`config.mk`:
```
export PLATFORM = sky130hd
export DESIGN_NAME = conv_stride_stream
export DESIGN_NICKNAME = d
export VERILOG_FILES = /design/src/rtl/conv_stride_stream.sv
export SDC_FILE = /design/constraint.sdc
export NUM_CORES = 1
export LEC_CHECK = 0
export BUFFER_PORTS_ARGS = -buffer_cell sky130_fd_sc_hd__buf_2
export CAP_MARGIN = 20
export CORE_MARGIN = 2
export CORE_UTILIZATION = 50
export DETAILED_ROUTE_END_ITERATION = 12
export GPL_TIMING_DRIVEN = 0
export PLACE_DENSITY_LB_ADDON = 0.08
export SLEW_MARGIN = 5
export SYNTH_ARGS = -nofsm -noshare
export SYNTH_HDL_FRONTEND = slang
export SYNTH_SLANG_ARGS = --single-unit
```
`constraint.sdc`:
```
create_clock -name clk -period 6.3 [get_ports clk]
set_input_delay 1.26 -clock clk [delete_from_list [all_inputs] [get_ports clk]]
set_output_delay 1.26 -clock clk [all_outputs]
set_load 0.1 [all_outputs]
```
`src/rtl/conv_stride_stream.sv`:
```
// Streaming strided convolution: K-row line buffer, sequential K*K*C signed MAC per window,
// valid/ready result with end-of-frame flag. Optional macro CONV_RELU_EN clamps negative results to 0.
module conv_stride_stream #(
    parameter int DATA_W = 8,
    parameter int WGT_W  = 8,
    parameter int K      = 2,
    parameter int C      = 3,
    parameter int IMG_W  = 4,
    parameter int IMG_H  = 4,
    parameter int STRIDE = 1,
    localparam int ACC_W = DATA_W + WGT_W + $clog2(K * K * C)
) (
    input  logic                     clk,
    input  logic                     rst,
    input  logic signed [DATA_W-1:0] in_data,
    input  logic                     in_valid,
    output logic                     in_ready,
    input  logic signed [WGT_W-1:0]  kernal_weights [0:K-1][0:K-1][0:C-1],
    output logic signed [ACC_W-1:0]  out_data,
    output logic                     out_valid,
    input  logic                     out_ready,
    output logic                     out_last
);

    localparam int N      = K * K * C;
    localparam int PW     = DATA_W + WGT_W;
    localparam int RW     = (IMG_H > 1) ? $clog2(IMG_H) : 1;
    localparam int CW     = (IMG_W > 1) ? $clog2(IMG_W) : 1;
    localparam int CHW    = (C > 1) ? $clog2(C) : 1;
    localparam int KB     = (K > 1) ? $clog2(K) : 1;
    localparam int NW     = $clog2(N + 1);
    localparam int LAST_R = (STRIDE > 0) ? IMG_H - 1 - ((IMG_H - K) % STRIDE) : 0;
    localparam int LAST_C = (STRIDE > 0) ? IMG_W - 1 - ((IMG_W - K) % STRIDE) : 0;

    localparam logic [1:0] S_ACCEPT  = 2'd0;
    localparam logic [1:0] S_COMPUTE = 2'd1;
    localparam logic [1:0] S_OUTPUT  = 2'd2;

    if (IMG_W < K) begin : g_err_img_w
        $error("conv_stride_stream: IMG_W must be >= K");
    end
    if (IMG_H < K) begin : g_err_img_h
        $error("conv_stride_stream: IMG_H must be >= K");
    end
    if (STRIDE < 1) begin : g_err_stride
        $error("conv_stride_stream: STRIDE must be >= 1");
    end

    logic [1:0]               state;
    logic [RW-1:0]            r;
    logic [CW-1:0]            c;
    logic [CHW-1:0]           ch;
    logic [KB-1:0]            wr_row;
    logic [KB-1:0]            rsel;
    logic [KB-1:0]            kh;
    logic [KB-1:0]            kw;
    logic [CHW-1:0]           kch;
    logic [CW-1:0]            c0;
    logic [NW-1:0]            cnt;
    logic                     win_last;
    logic signed [PW-1:0]     prod;
    logic signed [ACC_W-1:0]  acc;
    logic signed [ACC_W-1:0]  sum;
    logic signed [ACC_W-1:0]  result;
    logic signed [DATA_W-1:0] pix;
    logic signed [WGT_W-1:0]  wgt;
    logic                     xfer;
    logic                     trigger;

    logic signed [DATA_W-1:0] lbuf [0:K-1][0:IMG_W-1][0:C-1];

    assign in_ready = (state == S_ACCEPT) && !rst;
    assign xfer     = in_valid && in_ready;

    always_comb begin
        trigger = (ch == CHW'(C - 1)) && (r >= RW'(K - 1)) && (c >= CW'(K - 1)) &&
                  ((int'(r) - (K - 1)) % STRIDE == 0) &&
                  ((int'(c) - (K - 1)) % STRIDE == 0);
    end

    // rsel walks the physical line-buffer rows starting at the window's top row.
    assign pix = lbuf[rsel][c0 + CW'(kw)][kch];
    assign wgt = kernal_weights[kh][kw][kch];
    assign sum = acc + ACC_W'(prod);

`ifdef CONV_RELU_EN
    assign result = sum[ACC_W-1] ? '0 : sum;
`else
    assign result = sum;
`endif

    always_ff @(posedge clk) begin
        if (xfer) begin
            lbuf[wr_row][c][ch] <= in_data;
        end
    end

    always_ff @(posedge clk) begin
        if (rst) begin
            state     <= S_ACCEPT;
            r         <= '0;
            c         <= '0;
            ch        <= '0;
            wr_row    <= '0;
            rsel      <= '0;
            kh        <= '0;
            kw        <= '0;
            kch       <= '0;
            c0        <= '0;
            cnt       <= '0;
            win_last  <= 1'b0;
            prod      <= '0;
            acc       <= '0;
            out_data  <= '0;
            out_valid <= 1'b0;
            out_last  <= 1'b0;
        end else begin
            case (state)
                S_ACCEPT: begin
                    if (xfer) begin
                        if (ch == CHW'(C - 1)) begin
                            ch <= '0;
                            if (c == CW'(IMG_W - 1)) begin
                                c <= '0;
                                if (r == RW'(IMG_H - 1)) begin
                                    r      <= '0;
                                    wr_row <= '0;
                                end else begin
                                    r      <= r + RW'(1);
                                    wr_row <= (wr_row == KB'(K - 1)) ? '0 : wr_row + KB'(1);
                                end
                            end else begin
                                c <= c + CW'(1);
                            end
                        end else begin
                            ch <= ch + CHW'(1);
                        end
                        if (trigger) begin
                            c0       <= c - CW'(K - 1);
                            rsel     <= (wr_row == KB'(K - 1)) ? '0 : wr_row + KB'(1);
                            win_last <= (r == RW'(LAST_R)) && (c == CW'(LAST_C));
                            kh       <= '0;
                            kw       <= '0;
                            kch      <= '0;
                            cnt      <= '0;
                            acc      <= '0;
                            state    <= S_COMPUTE;
                        end
                    end
                end
                S_COMPUTE: begin
                    // Product stage runs one cycle ahead of the accumulate stage.
                    if (cnt == NW'(N)) begin
                        out_data  <= result;
                        out_last  <= win_last;
                        out_valid <= 1'b1;
                        state     <= S_OUTPUT;
                    end else begin
                        prod <= PW'(pix) * PW'(wgt);
                        if (cnt != '0) begin
                            acc <= sum;
                        end
                        cnt <= cnt + NW'(1);
                        if (kch == CHW'(C - 1)) begin
                            kch <= '0;
                            if (kw == KB'(K - 1)) begin
                                kw   <= '0;
                                kh   <= kh + KB'(1);
                                rsel <= (rsel == KB'(K - 1)) ? '0 : rsel + KB'(1);
                            end else begin
                                kw <= kw + KB'(1);
                            end
                        end else begin
                            kch <= kch + CHW'(1);
                        end
                    end
                end
                S_OUTPUT: begin
                    if (out_ready) begin
                        out_valid <= 1'b0;
                        out_last  <= 1'b0;
                        state     <= S_ACCEPT;
                    end
                end
                default: state <= S_ACCEPT;
            endcase
        end
    end

endmodule

```
Word level (Yosys, flattened, before mapping). Memories as Yosys holds them, arrays and structs flattened. A register that Yosys moved wholly into a read port is not among the register bits. Cells that the tools add are included.

Bitwise gates (word level): 7. Reductions and logical operators: 24. Multiply operators: 1. Mux-type cells: 69. Equal/unequal tests: 15. Add/sub/neg operators: 12. $lt $le $gt $ge: 10.

Operators with widths (count): 2-to-1 mux 24 bit (6); 2-to-1 mux 48 bit (3); 2-to-1 mux 96 bit (1); 2-to-1 mux 20 bit (4); binary-select mux 24 bit (select 2 bit) (1); demux 24 bit (select 2 bit) (1); 2-to-1 mux 8 bit (5); case mux 20 bit (2 select lines) (1); binary-select mux 8 bit (select 2 bit) (2); 2-to-1 mux 1 bit (22); 2-to-1 mux 2 bit (11); adder 20 x 16 -> 20 bit (1); demux 8 bit (select 2 bit) (1); multiplier 8 x 8 -> 16 bit (1); inequality test 2 bit (second input constant) (8); greater-or-equal comparator 3 bit (second input constant) (4); 2-to-1 mux 4 bit (3); inverter 2 -> 3 bit (4); AND reduction 4 bit (3); == test 2 bit (second input constant) (5); case mux 1 bit (2 select lines) (5); AND reduction 5 bit (2); AND reduction 3 bit (3); adder 2 x 1 -> 2 bit (second input constant) (4); 21 further kinds (37).

Memories kept: 1. Bits in writable memories: 192. Output and inout port bits: 23. Bits in registers: 79. Input port bits: 108.

Memories: lbuf (depth 2, bits a word 96, rd ports 1, clocked after Yosys merged registers in 1, wr ports 1, line 70) `logic signed [DATA_W-1:0] lbuf [0:K-1][0:IMG_W-1][0:C-1];`.

Depth between registers and ports, before layout. Gate-level depths: netlist of run 1.

Word-level depth: 11. Gate-level depth with buffers: 24. Mapped depth without buffers: 22.

Worst setup path after synthesis of run 1. OpenSTA, ideal clock, no wires.

Kind: input -> register. Start: in kernal_weights[10] (netlist bit). End: reg prod[15]. Data arrival time: 6.144 ns. Path slack: 0.069 ns. Buffers on the path: 0. Required time: 6.213 ns. Cell stages on the path: 20. Cells stage by stage: mux4_2 -> mux2i_1 -> nor2_1 -> a21oi_1 -> or2_2 -> inv_1 -> fa_1 -> inv_1 -> fa_1 -> inv_1 -> fa_1 -> inv_1 -> fa_1 -> inv_1 -> ha_1 -> and3_1 -> a211oi_1 -> a21oi_1 -> xnor2_1 -> o31ai_1.

Cells in the longest elaborated chain, start to end: 10.

Ends and longest elaborated chain: start, declared (line 18) `input logic signed [WGT_W-1:0] kernal_weights [0:K-1][0:K-1][0:C-1],`; 2-to-1 mux 48 bit (not written as such) (3 in series) (line 83) `assign wgt = kernal_weights[kh][kw][kch];`; 2-to-1 mux 24 bit (not written as such) (3 in series) (line 83); binary-select mux 8 bit (select 2 bit) (line 83); 2-to-1 mux 8 bit (not written as such) (2 in series) (line 83); multiplier 8 x 8 -> 16 bit (line 159) `prod <= PW'(pix) * PW'(wgt);`; end signal, assigned (line 159); end, declared (line 61) `logic signed [PW-1:0] prod;`.

Every way passes these cells. The select of a mux whose other input is x is not followed. A chain may end at the register's enable or synchronous reset.

Worst setup path after layout of run 1.
Start: reg kw. End: reg prod[15].

Cells in the longest elaborated chain, start to end: 9.

Ends and longest elaborated chain: start, declared (line 56) `logic [KB-1:0] kw;`; start signal, assigned (line 171) `kw <= kw + KB'(1);`; adder 2 x 1 -> 2 bit (line 82) `assign pix = lbuf[rsel][c0 + CW'(kw)][kch];`; inverter 2 -> 3 bit (not written as such) (line 82); binary-select mux 24 bit (select 2 bit) (line 82); 2-to-1 mux 24 bit (not written as such) (2 in series) (line 82); binary-select mux 8 bit (select 2 bit) (line 82); 2-to-1 mux 8 bit (not written as such) (2 in series) (line 82); multiplier 8 x 8 -> 16 bit * (line 159).

Mark *: on every way between the ends. The rest lies on a longest branch, timed or not. The select of a mux whose other input is x is not followed.

==> results.md, run 1 <==
* Slew @ Worst Pin at 0.9796 ns
* Core Rows at 62
* Initial antenna violation count at 0
* Cell Area, Synth at 14,730 sq um
* Post-synth ARST share at 0%
* Mapped Cells at 1,214
* Worst slack, placed at -1.327 ns
* Via count at 10.10k
* CTS clk-pin slew, worst paths at 0.06 ns
* Number of I/O pins at 131
* Final setup fails at 0
* Port bufs at 130
* Remaining DRCs at 0
* Detail Placement HPWL at 26,530 um
* Post-Synth XOR/XNOR Area at 1.784%
* Max FO, Critical Path at 10
* CTS sink cnt at 272
* Vias in the first global route at 10.10k
* Sequential cell area fraction in the yosys report at 50.02%
* Count of different cell masters after synthesis at 62
* Outcome: complete, no violations
* Critical path data required time at 6.71 ns
* Overflow after GRT at 0
* Period utilisation layout at 96.66%
* Clk pwr share at 37.3%
* Root Buffer: clkbuf_16
* Critical path endpoint category: register
* GR peak layer: met2
* Pin count of the biggest net entering global routing at 25
* Syn nets at 1,436
* First DRT Iteration DRCs at 699
* Average vias per placed instance at 5.643
* Slew Limit Fails at 0
* Synth Area in Adders at 12.54%
* Die Y at 175.6 um
* Synth Register Bits at 272
* Design area at 17,200 sq um
* Min cycle time layout at 6.090 ns
* Global Route Usage Sum at 23.96%
* Non-Filler Instances at 1,790
* H-tree depth at 1
* Flop pwr share at 42.8%
* Met2 Track Usage GR at 37.24%
* Main combinational cell family by area after synthesis: adder cells
* Layout Utilization at 59.59%
* Antenna Cells at 0
* Critical path class: register to register
* Fmax at 0.1642 GHz
* Area after DPL at 15,900 sq um
* Logic pwr share at 19.9%
* Ratio of cells with drive above 1 in the final layout at 23.40%
* Filler cells at 2,429
* EDFF count, synth at 192
* CTS tree: yes
* DR WL/cell at 20.38 um
* GPL Wtd Cong at 0.8644
* Relative slew margins at 34.45%
* Initial core utilization at 51.04%
* Final Hold Fails at 0
* Met1 Track Usage GR at 35.55%
* Layout area overhead at 16.75%
* Pint at 3.266 mW
* Pre-antenna DRT Iters at 6
* Ys flop type: edfxtp_1
* Placeable core region at 28,860 sq um
* Maximum vdd drop at 261.6 uV
* Synth Area in Simple Gates at 11.64%
* Longest Clk Path Bufs at 3
* P per Cell Area at 260.4 nW/um^2
* Startpoint types: register
* Met3 Usage GRT at 4.351%
* Yosys warning count at 0
* Switch share at 27.07%
* Post-synthesis mux area share at 11.96%
* TritonCTS Buffers at 29
* Leak at 6.623 nW
* Worst Skew at 0.01399 ns
* WP data arrival at 6.50 ns
* Worst min-delay path category: register to register
* Number of max-cap violations at 0
* Routed Antenna Nets at 0
* Overall routed net length at 36,490 um
* Final setup margin at 0.2102 ns
* Net Sw Power at 1.213 mW
* Synth Area in Compound Gates at 8.197%
* Placed Cells incl. Taps at 1,732
* First-pass GRT wire length at 56,610 um
* Nets at 1,608
* Clock Latency Late Sink at 0.57 ns
* Syn avg cell area at 12.13 sq um
* Die Area at 30,850 sq um
* DIE WIDTH at 175.6 um
[worst paths after layout]
path,startpoint,end,slack [ns],cells past startpoint
setup / recovery,kw$_SDFFE_PP0P_,prod[15]$_SDFFE_PP0P_,0.21,22
hold reg to reg,out_data[0]$_SDFFE_PP0P_,out_data[0]$_SDFFE_PP0P_,0.45,2
setup reg to reg,kw$_SDFFE_PP0P_,prod[15]$_SDFFE_PP0P_,0.21,22
hold / removal,out_data[0]$_SDFFE_PP0P_,out_data[0]$_SDFFE_PP0P_,0.45,2
[routing by layer]
metal / up-vias / share of wire, %
met5: - / 0
met3: 49 / 7.2
met4: 0 / 2.1
li1: 4730 / -
met2: 348 / 44
met1: 4974 / 47
[state kept, by name (all words and copies together) (netlist names), named ones only]
name,cells
acc,20
kh,1
c,2
kch,2
lbuf,192
out_last,1
c0,2
cnt,4
rsel,1
win_last,1
wr_row,1
ch,2
state,2
kw,1
out_valid,1
out_data,20
prod,16
r,2
[synth_stat cells (all sizes together) (8+ instances only)]
| master | number | area, sq um |
|---|---|---|
| a21o | 17 | 127.6 |
| xor2 | 8 | 70.07 |
| clkbuf | 41 | 155.1 |
| nand2b | 14 | 87.58 |
| nor2 | 96 | 360.4 |
| and3 | 19 | 118.9 |
| inv | 93 | 349.1 |
| a21oi | 100 | 504.2 |
| a211oi | 12 | 90.09 |
| nand2 | 124 | 465.5 |
| nand3 | 25 | 125.1 |
| ha | 58 | 725.7 |
| or2 | 13 | 81.33 |
| o21ai | 20 | 100.1 |
| edfxtp | 192 | 5766 |
| mux2i | 14 | 140.1 |
| mux4 | 71 | 1599 |
| dfxtp | 80 | 1602 |
| fa | 56 | 1121 |
| nor3 | 33 | 170.2 |
| and2 | 12 | 75.07 |
| nor2b | 11 | 68.82 |
| a22oi | 8 | 60.06 |
| xnor2 | 22 | 192.7 |
| buf | 13 | 65.06 |
[power by group through the flow]
| stage | registers [mW] | clock network [mW] | logic (mW) |
|---|---|---|---|
| after floorplan | 1.96 | 0 | 0.639 |
| after global placement | 1.96 | 0 | 0.849 |
| after detailed placement | 1.96 | 0 | 0.855 |
| after CTS | 1.92 | 1.70 | 0.880 |
| after global routing | 1.92 | 1.77 | 1.02 |
| final | 1.92 | 1.67 | 0.892 |
[layout make-up]
class / count / area, sq um / area share, %
Clock inverter: 14 / 120.1 / 0.6985
Buffer: 52 / 319.1 / 1.855
Sequential cell: 272 / 7373 / 42.88
Inverter: 93 / 349.1 / 2.030
Tap cell: 384 / 480.5 / 2.794
Multi-Input combinational cell: 795 / 6974 / 40.56
Timing Repair Buffer: 143 / 760.7 / 4.424
Clock buffer: 37 / 819.5 / 4.766
[through the flow]
step	power [mW]	setup TNS [ns]	hold WS, ns
after global routing	4.705	-0.02388	0.4719
final	4.479	0	0.4544
after floorplan	2.595	0	0.4321
after global placement	2.805	-11.69	0.4423
after detailed placement	2.811	-8.681	0.4474
after CTS	4.499	0	0.4599
[cell families (layout without fill, tap and decap cells)]
| group | Yosys count | count (layout) |
|---|---|---|
| buffers and inverters | 147 | 339 |
| xor gates and xnor gates | 30 | 30 |
| and+or+nand+nor | 368 | 368 |
| muxes | 87 | 87 |
| AOI/OAI and AO/OA | 196 | 196 |
| adders and majority gates | 114 | 114 |
| DFF | 272 | 272 |
[repair_timing]
action,in CTS,in global routing
endpoints found under the setup margin,10,6
pin swaps,3,6
hold buffers,0,0
resized for setup,38,47
buffers inserted,4,5
[cells in the final DEF (no fill, tap or decap), types with 17 or more instances in the layout]
master	count
buf_2	133
and3_1	19
edfxtp_1	192
mux4_2	71
a21o_1	17
clkbuf_1	30
ha_1	57
dfxtp_1	77
nand2_1	124
nor3_1	24
nor2_1	96
a21oi_1	90
o21ai_0	20
xnor2_1	21
fa_1	55
inv_1	93
nand3_1	25
clkbuf_16	31
[worst max-delay path: stages (launching register included)]
cell and delay, ns:
dfxtp_2 0.37, ha_4 0.30, clkbuf_4 0.24, mux4_2 0.37
nand2_1 0.11, a21oi_1 0.09, nor3_4 0.36, or2_4 0.22
inv_1 0.06, fa_2 0.59, inv_1 0.13, fa_1 0.55
inv_1 0.06, fa_1 0.56, inv_1 0.06, fa_1 0.54
inv_1 0.04, ha_1 0.36, and3_1 0.24, a211oi_4 0.27
a21oi_1 0.11, xnor2_1 0.20, o31ai_1 0.08
Note: power is estimated with default switching activity, not from simulation.
==> inputs of run 2 (changes only) <==
--- a/config.mk
+++ b/config.mk
@@ -12,6 +12,7 @@
 export DETAILED_ROUTE_END_ITERATION = 12
 export GPL_TIMING_DRIVEN = 0
 export PLACE_DENSITY_LB_ADDON = 0.08
+export SETUP_SLACK_MARGIN = 0.5
 export SLEW_MARGIN = 5
 export SYNTH_ARGS = -nofsm -noshare
 export SYNTH_HDL_FRONTEND = slang
==> run 2 against run 1 <==
Net effect:
- cell area is 3.1% higher
- utilization is 1.9 points higher
- clock power is 8% lower
- sequential cell count stayed put
- first-iteration DRC count is 14% higher
- sequential power hardly changed
- worst hold slack better by 0.0044 ns
- via count is 0.82% higher
- cell count is 1.5% higher
- critical endpoint unchanged
==> results.md, run 2 (synthesis results as in run 1) <==
* Die Area at 30,850 sq um
* # hold bufs at CTS at 0
* DIE WIDTH at 175.6 um
* Min cycle time layout at 5.682 ns
* Relative slew margins at 33.94%
* Final setup margin at 0.6183 ns
* Total Power Consumption at 4.578 mW
* GPL Wtd Cong at 0.8593
* First-pass GRT wire length at 57,150 um
* Startpoint types: register
* Most frequent CP cell: fa_1
* DR WL/cell at 20.48 um
* Max FO, Critical Path at 10
* Number of max-cap violations at 0
* Initial core utilization at 51.04%
* Worst min-delay path category: register to register
* Worst Skew at 0.05359 ns
* Vias in the first global route at 10.21k
* Global Route Usage Sum at 24.01%
* H-tree depth at 1
* Core Rows at 62
* Slew Limit Fails at 0
* R2R depth at 21
* Logic pwr share at 24.5%
* Die Y at 175.6 um
* Switch share at 27.82%
* CP peak stage delay at 0.60 ns
* Critical path endpoint category: register
* GR peak layer: met2
* Pint at 3.305 mW
* Layout area overhead at 20.40%
* Worst reg2reg endpoint: prod[15]$_SDFFE_PP0P_
* Slowest-stage cell, CP: mux4_2
* Final Hold Fails at 0
* Fmax at 0.1760 GHz
* Hold path start: out_valid$_SDFFE_PP0P_
* CTS tree: yes
* Pin count of the biggest net entering global routing at 25
* Maximum vdd drop at 215.3 uV
* Port bufs at 130
* Met1 Track Usage GR at 34.76%
* Hold depth at 2
* Period utilisation layout at 90.19%
* Largest registers: lbuf x192, acc x20, out_data x20
* WHS at 0.4587 ns
* Net Sw Power at 1.274 mW
* Most common cell after layout, fill and taps aside: edfxtp_1
* Ratio of cells with drive above 1 in the final layout at 28.35%
* Critical path class: register to register
* Overall routed net length at 37,200 um
* Average vias per placed instance at 5.608
* Top cell family by delay on the critical path: adder cells
* CTS clk-pin slew, worst paths at 0.06 ns
* Outcome: complete, no violations
* Crit path depth at 21
* Longest Clk Path Bufs at 3
* Worst slack, placed at -0.7040 ns
* P per Cell Area at 258.2 nW/um^2
* Biggest register: lbuf
* Number of I/O pins at 131
* WP data arrival at 6.13 ns
* Routed Antenna Nets at 0
* Crit-path cells: buf_4 -> mux4_2 -> nand2_1 -> a21oi_4 -> nor3_4 -> or2_4 -> fa_1 -> fa_1 -> inv_2 -> fa_1 -> inv_2 -> fa_1 -> inv_2 -> ha_4 -> o21ai_2 -> o21bai_2 -> a31o_4 -> a211oi_4 -> a21oi_2 -> xnor2_1 -> o31ai_1
* Placeable core region at 28,860 sq um
* Hold Path End: out_valid$_SDFFE_PP0P_
* TritonCTS Buffers at 28
* WP buf/inv at 4
* Slew @ Worst Pin at 0.9908 ns
* Pre-antenna DRT Iters at 5
* Remaining DRCs at 0
* Overflow after GRT at 0
* Flop pwr share at 41.9%
* Nets at 1,633
* Setup TNS at 0 ns
* Final setup fails at 0
* CTS sink cnt at 272
* First DRT Iteration DRCs at 796
* Detail Placement HPWL at 26,540 um
* Via count at 10.18k
* Worst R2R Setup Slack at 0.62 ns
* Antenna Cells at 0
* Unrepaired setup endpoints after global routing: yes
* Clk pwr share at 33.6%
* Most frequent cells in the layout: edfxtp_1 (192), buf_2 (136), nand2_1 (120)
* Max FFs per register at 192
* Root Buffer: clkbuf_16
* Leak at 6.756 nW
* Met2 Track Usage GR at 38.60%
* Critical path data required time at 6.74 ns
* Met3 Usage GRT at 4.004%
* Clock Latency Late Sink at 0.58 ns
* Initial antenna violation count at 0
-- run 2: worst max path at each step --
stage | startpoint | endpoint
6_report | register | prod[15]$_SDFFE_PP0P_
4_1_cts | register | prod[13]$_SDFFE_PP0P_
5_1_grt | register | prod[15]$_SDFFE_PP0P_
2_1_floorplan | kernal_weights[10] | prod[15]$_SDFFE_PP0P_
3_3_place_gp | kw$_SDFFE_PP0P_ | prod[15]$_SDFFE_PP0P_
3_5_place_dp | kw$_SDFFE_PP0P_ | prod[15]$_SDFFE_PP0P_
-- run 2: final cells by class --
cell class              count  area, sq um
clock inverters            10        77.57
clock buffers              41        769.5
fillers                  2331        11120
inverters                  93        349.1
repair buffers            167        975.9
plain buffers              54        390.4
flip-flops and latches    272         7375
well taps                 384        480.5
multi-input cells         795         7317
-- run 2: layer usage --
layer  up-vias  wire, um
met2       358     17090
met5         -         0
met1      5001     16790
met4         0       642
li1       4777         -
met3        48      2677
-- run 2: worst reg2reg max path, stage by stage, from the launching register on --
cell	delay [ns]
dfxtp_2	0.39
buf_4	0.29
mux4_2	0.60
nand2_1	0.15
a21oi_4	0.09
nor3_4	0.40
or2_4	0.20
fa_1	0.43
fa_1	0.53
inv_2	0.04
fa_1	0.50
inv_2	0.04
fa_1	0.50
inv_2	0.05
ha_4	0.21
o21ai_2	0.07
o21bai_2	0.09
a31o_4	0.26
a211oi_4	0.28
a21oi_2	0.09
xnor2_1	0.14
o31ai_1	0.24
-- run 2: power groups by stage --
| stage | sequential [mW] | clock (mW) | combinational (mW) |
|---|---|---|---|
| floorplan | 1.96 | 0 | 0.724 |
| global placement | 1.96 | 0 | 0.941 |
| detailed placement | 1.96 | 0 | 0.947 |
| CTS | 1.92 | 1.56 | 0.982 |
| global route | 1.92 | 1.64 | 1.25 |
| finish | 1.92 | 1.54 | 1.12 |
-- run 2: repair_timing --
action	4_1_cts	5_1_grt
pin swaps	6	49
buffers inserted	10	22
gates resized for setup	76	76
gates cloned	0	1
endpoints found under the setup margin	11	7
-- run 2: through the flow --
| stage | instance area, sq um | instances | util (%) |
|---|---|---|---|
| 5_1_grt | 17730 | 1816 | 61.46 |
| 2_1_floorplan | 14860 | 1214 | - |
| 4_1_cts | 17260 | 1793 | 59.82 |
| 6_report | 17730 | 1816 | 61.46 |
| 3_5_place_dp | 16020 | 1732 | 55.51 |
| 3_3_place_gp | 16000 | 1728 | 55.43 |
